**config.mk**
```make
export PLATFORM = sky130hd
export DESIGN_NAME = alu_writeback_sequencer
export DESIGN_NICKNAME = d
export VERILOG_FILES = /design/src/rtl/alu_writeback_sequencer.sv
export SDC_FILE = /design/constraint.sdc
export NUM_CORES = 1
export LEC_CHECK = 0
export BUFFER_PORTS_ARGS = -buffer_cell sky130_fd_sc_hd__buf_2
export CAP_MARGIN = 20
export CORE_ASPECT_RATIO = 0.6
export CORE_MARGIN = 3
export CORE_UTILIZATION = 43
export CTS_CLUSTER_SIZE = 25
export DETAILED_ROUTE_END_ITERATION = 7
export GPL_TIMING_DRIVEN = 1
export PLACE_DENSITY = 0.84
export SLEW_MARGIN = 20
export SYNTH_ARGS = -nofsm -noshare
export SYNTH_HDL_FRONTEND = slang
export SYNTH_SLANG_ARGS = --single-unit
```
**constraint.sdc**
```tcl
create_clock -name clk -period 1.5 [get_ports clk]
set_clock_uncertainty 0.1 [all_clocks]
set_input_delay 0.075 -clock clk [delete_from_list [all_inputs] [get_ports clk]]
set_output_delay 0.075 -clock clk [all_outputs]
set_load 0.05 [all_outputs]
```
**src/rtl/alu_writeback_sequencer.sv**
```systemverilog
// alu_writeback_sequencer: serialises a two-result ALU bundle onto one arbitrated register-file write port.
// Optional ALU_WB_FORWARD_EN adds a combinational forwarding lookup of pending writes.
module alu_writeback_sequencer (
  input  logic        clk,
  input  logic        reset,
  input  logic        in_valid,
  output logic        in_ready,
  input  logic [3:0]  in_y1_select,
  input  logic [3:0]  in_y2_select,
  input  logic [1:0]  in_write,
  input  logic [31:0] in_y1_data,
  input  logic [31:0] in_y2_data,
  output logic        rf_req,
  input  logic        rf_gnt,
  output logic        rf_we,
  output logic [3:0]  rf_waddr,
  output logic [31:0] rf_wdata,
  output logic [15:0] busy_mask,
  output logic        idle
`ifdef ALU_WB_FORWARD_EN
  ,
  input  logic [3:0]  fwd_select,
  output logic        fwd_hit,
  output logic [31:0] fwd_data
`endif
);
  typedef enum logic [1:0] {IDLE, WR_Y1, WR_Y2} state_t;
  typedef struct packed {
    logic        e1;
    logic        e2;
    logic [3:0]  y1;
    logic [3:0]  y2;
    logic [31:0] d1;
    logic [31:0] d2;
  } bundle_t;
  state_t  state_q, state_d;
  bundle_t bundle_q, bundle_d;
  logic e1, e2, e1_eff, acc, last, y1_pend, y2_pend;
  assign e1      = in_write[0] & (in_y1_select != 4'd0);
  assign e2      = in_write[1] & (in_y2_select != 4'd0);
  // A same-destination pair collapses to the Y2 write only.
  assign e1_eff  = e1 & ~(e2 & (in_y1_select == in_y2_select));
  assign idle    = state_q == IDLE;
  assign rf_req  = ~idle;
  assign rf_we   = rf_req & rf_gnt;
  assign last    = rf_we & ((state_q == WR_Y2) | ~bundle_q.e2);
  assign in_ready = idle | last;
  assign acc     = in_valid & in_ready;
  assign y1_pend = state_q == WR_Y1;
  assign y2_pend = rf_req & bundle_q.e2;
  assign rf_waddr = (state_q == WR_Y2) ? bundle_q.y2 : y1_pend ? bundle_q.y1 : 4'd0;
  assign rf_wdata = (state_q == WR_Y2) ? bundle_q.d2 : y1_pend ? bundle_q.d1 : 32'd0;
  assign busy_mask = ({15'd0, y1_pend} << bundle_q.y1) | ({15'd0, y2_pend} << bundle_q.y2);
  always_comb begin
    state_d  = state_q;
    bundle_d = bundle_q;
    if (acc) begin
      bundle_d = '{e1: e1_eff, e2: e2, y1: in_y1_select, y2: in_y2_select, d1: in_y1_data, d2: in_y2_data};
      state_d  = e1_eff ? WR_Y1 : e2 ? WR_Y2 : IDLE;
    end else if (rf_we) begin
      state_d  = (y1_pend & bundle_q.e2) ? WR_Y2 : IDLE;
    end
  end
  always_ff @(posedge clk) begin
    if (reset) begin
      state_q  <= IDLE;
      bundle_q <= '0;
    end else begin
      state_q  <= state_d;
      bundle_q <= bundle_d;
    end
  end
`ifdef ALU_WB_FORWARD_EN
  assign fwd_hit  = busy_mask[fwd_select] & (fwd_select != 4'd0);
  assign fwd_data = ~fwd_hit ? 32'd0 : (y2_pend & (bundle_q.y2 == fwd_select)) ? bundle_q.d2 : bundle_q.d1;
`endif
endmodule

```
==> results of run 1 <==
==> through the flow <==
stage / setup TNS [ns] / setup slack, ns / cell area [um^2] / std cells
2_1_floorplan: -3.65 / -0.426 / 3800 / 430
3_3_place_gp: -19.37 / -0.231 / 4800 / 667
3_5_place_dp: -25.60 / -0.348 / 4800 / 667
==> logic make-up after synthesis <==
| group | Yosys count | synth area share [%] |
|---|---|---|
| flip-flops | 75 | 45.6 |
| XOR/XNOR | 4 | 1.06 |
| AO/OA/AOI/OAI | 137 | 26.6 |
| buffers and inverters | 37 | 4.90 |
| AND/OR/NAND/NOR | 177 | 21.9 |
==> impl_metrics.csv, run 1 <==
group,metric,value,unit
logic_synthesis,yosys-top-cells-count,"nand2_1 (151), a21oi_1 (75), dfxtp_1 (75)",
die,initial_core_util,44.7,%
run_status,failed_stage,"4_1_cts",
clock_network,clk_path_buf_depth,2,
logic_synthesis,yosysMostFrequentCell,"nand2_1",
die,pin_count,134,
logic_synthesis,syn-instance-count,430,
die,rows,24,
logic_synthesis,yosysUniqueCellTypes,31,
place,port_buffers,133,
clock_network,cts_setup_buffers,16,
logic_synthesis,syn_nets,508,
logic_synthesis,syn_avg_cell_area,7.66,um^2
logic_synthesis,ys_seq_area_share,45.6,%
logic_synthesis,netlist_top_cells_area,"dfxtp_1 (46%), nand2_1 (17%), a21oi_1 (11%)",
place,place.gp.congestion,0.870,
logic_synthesis,async_flop_share,0,%
clock_network,clock_tree.root_cell,"clkbuf_16",
logic_synthesis,synth_warnings,0,
logic_synthesis,syn_area,3290,um^2
clock_network,holdBufCountCts,74,
logic_synthesis,yosys.area.top_type_share,45.6,%
logic_synthesis,synth_edf_count,0,
clock_network,cts_sinks,75,
die,die_h,73.8,um
run_status,outcome,"aborted with a tool error",
logic_synthesis,synth_top_cell_by_area,"dfxtp_1",
place,dp_hpwl,7860,um
logic_synthesis,synthFlopType,"dfxtp_1",
clock_network,numCtsBuffers,9,
clock_network,cts_resized,270,
run_status,firstError,"[ERROR DPL-0033] detailed placement checks failed during check placement.",
clock_network,h-tree-depth,3,
die,die_w,119,um
logic_synthesis,synth_seq_cells,75,
==> run 2, diff against run 1 <==
Settings changed: CORE_ASPECT_RATIO 0.6 to default, CORE_UTILIZATION 43 to 40, CTS_CLUSTER_SIZE 25 to default, PLACE_DENSITY 0.84 to default, PLACE_DENSITY_LB_ADDON from default to 0.15.
Clock period 1.5 ns to 1.95 ns, I/O delays scaled along.
==> impl_metrics.csv, run 2 <==
group,metric,value,unit
finish,largest_registers,"bundle_q: 73 flops, state_q: 2 flops",
finish,fin_nets,702,
finish,layout_commonest_cell,"nand2_1",
finish,drive_above_1_share,28.0,%
logic_synthesis,synth_top_family_by_area,"compound AO/OA/AOI/OAI gates",
logic_synthesis,syn-instance-count,430,
logic_synthesis,synth_simple_gate_area_share,21.9,%
sta,max_clock_freq,518,MHz
detailed_routing,routedWlPerCell,14.3,um
worst_setup_path,reg2reg_depth,5,
detailed_routing,detail_route.vias_per_cell,5.14,
logic_synthesis,syn_avg_cell_area,7.66,um^2
power,p_leak,0.00225,uW
detailed_routing,drtIter0Drc,144,
sta,setup_viol,0,
logic_synthesis,async_flop_share,0,%
run,maxCapViolations,0,
clock_network,cts_sinks,75,
global_routing,antenna_found_initial,0,
detailed_routing,postRouteAntennaNets,0,
logic_synthesis,yosys-mux-area-fraction,0,%
logic_synthesis,netlist_top_cells_area,"dfxtp_1 (46%), nand2_1 (17%), a21oi_1 (11%)",
detailed_routing,vias,3758,
clock_network,clock_tree.root_cell,"clkbuf_8",
detailed_routing,drt_wl_total,10500,um
global_routing,grt_start_max_net_pins,40,
worst_setup_path,cp_cell_sequence,"nor2b_4, or3b_4, o32ai_4, buf_6",
die,die_h,96.7,um
power,cellPowerDensity,722,nW/um^2
finish,top_register,"bundle_q",
sta,period_needed,1.93,ns
sta,rsz0062_at_grt,"true",
finish,multi_input_area,1740,um^2
logic_synthesis,ys_seq_area_share,45.6,%
logic_synthesis,synth_warnings,0,
place,place.gp.congestion,0.896,
clock_network,h-tree-depth,3,
place,port_buffers,133,
finish,seq_area,1510,um^2
worst_setup_path,worst_path_max_delay_cell,"or3b_4",
worst_setup_path,crit_required,1.75,ns
die,core_area,7850,um^2
logic_synthesis,synth_compound_area_share,26.6,%
finish,layout_common_cells,"nand2_1 (151), buf_2 (118), a21oi_1 (75), dfxtp_1 (73), dlygate4sd3_1 (73)",
power,ir_worst_vdd,0.402,mV
detailed_routing,drt_pass1_iterations,5,
logic_synthesis,synthFlopType,"dfxtp_1",
sta,drv_slew,0,
clock_network,cts_tree,"yes",
global_routing,grt_pass1_wl,17100,um
worst_setup_path,path_depth,4,
finish,fill_cells,687,
worst_setup_path,cp_max_fo,7,
die,die_w,96.7,um
logic_synthesis,yosysUniqueCellTypes,31,
clock_network,clk_path_buf_depth,2,
logic_synthesis,synth_seq_cells,75,
logic_synthesis,synth_top_cell_by_area,"dfxtp_1",
clock_network,numCtsBuffers,9,
logic_synthesis,synth_edf_count,0,
global_routing,track_usage,21.7,%
clock_network,clk_latency,0.34,ns
sta,whs,0.0381,ns
logic_synthesis,yosys.area_share.xor_xnor,1.06,%
die,die_area,9350,um^2
global_routing,grt_pass1_vias,3649,
logic_synthesis,yosys.area.top_type_share,45.6,%
finish,largest_register_ffs,73,
worst_setup_path,start_kind,"register",
sta,worst_slew_pin_slew,0.515,ns
die,initial_core_util,41.9,%
logic_synthesis,yosys-top-cells-count,"nand2_1 (151), a21oi_1 (75), dfxtp_1 (75)",
logic_synthesis,syn_area,3290,um^2
logic_synthesis,syn_nets,508,
worst_setup_path,critPathCaptureType,"primary output",
run_status,outcome,"finished clean",
clock_network,clk_pin_slew,0.07,ns
logic_synthesis,synth_fa_ha_area_share,0,%
sta,fin_crit_sh,98.9,%
worst_setup_path,crit_arrival,1.73,ns
worst_setup_path,path_buf_inv,1,
logic_synthesis,yosysMostFrequentCell,"nand2_1",
die,pin_count,134,
sta,relSlewSlack,65.6,%
sta,finalHoldViolations,0,
finish,final_area,5150,um^2
worst_setup_path,max_stage_delay,0.44,ns
hold_path,hold_class,"input port to register",
place,dp_hpwl,6590,um
hold_path,min_path_cells,3,
worst_setup_path,crit_family,"simple AND/OR/NAND/NOR gates",
worst_setup_path,worstSetupPathType,"register to primary output",
place,place_area,4130,um^2
finish,syn_to_final_growth,56.6,%
detailed_routing,drc_errors,0,
global_routing,grt-ovfl-total,0,
die,rows,32,
finish,n_antenna_cell,0,
-- run 2: cell counts after synthesis --
No cell type changed its count.
-- run 2: layout make-up --
class	count	share of cell area, %
Inverter	2	0.146
Clock inverter	2	0.680
Clock buffer	14	2.96
Multi-Input combinational cell	318	33.7
Tap cell	102	2.48
Sequential cell	75	29.2
Timing Repair Buffer	218	30.8
-- run 2: cells by family (layout without fill, tap and decap cells) --
| group | count (synthesis) | in the layout |
|---|---|---|
| compound gates | 137 | 137 |
| buf+inv | 37 | 236 |
| simple gates | 177 | 177 |
| xor+xnor | 4 | 4 |
| flops | 75 | 75 |
-- run 2: per-stage QoR --
stage	setup WS [ns]	total power [uW]	util, %	setup TNS, ns	instances
finish	0.0210	3720	65.7	0	731
global route	-0.0698	3890	65.7	-0.269	731
CTS	-0.0103	3730	64.8	-0.0211	730
detailed placement	0.146	2460	52.6	0	641
global placement	0.185	2450	52.6	0	641
floorplan	-0.339	2220	-	-1.18	430
-- run 2: worst paths after layout --
path,from,endpoint,slack [ns]
max,state_q[1],busy_mask[0],0.02
min reg2reg,bundle_q[20],bundle_q[20],0.35
min,reset,state_q[0],0.04
max reg2reg,bundle_q[72],bundle_q[57],0.21
-- run 2: timing repair --
action,4_1_cts,5_1_grt
hold buffers,73,0
gates resized for setup,12,25
cloned,0,0
endpoints found under the setup margin,25,19
hold endpoints to repair,74,0
setup buffers,0,1
-- run 2: metal layers --
metal  global-route usage, %  wire length (um)  vias to the layer above
met5                       0                 0                        -
met4                    7.34               148                        0
met3                    3.82               518                       11
met2                    37.5              5180                      115
met1                    27.4              4610                     1766
li1                        -                 -                     1866
-- run 2: power breakdown --
group	internal, uW	switching [uW]	leakage (uW)	total, uW
Clock	628	534	0.0000947	1160
Sequential	1640	74.4	0.000618	1710
Combinational	351	499	0.00154	850
-- run 2: tightest hold or removal path, stage by stage --
cell and delay (ns):
buf_2 0.11, nor2_1 0.04, a22o_1 0.17
(Power assumes the default switching activity.)
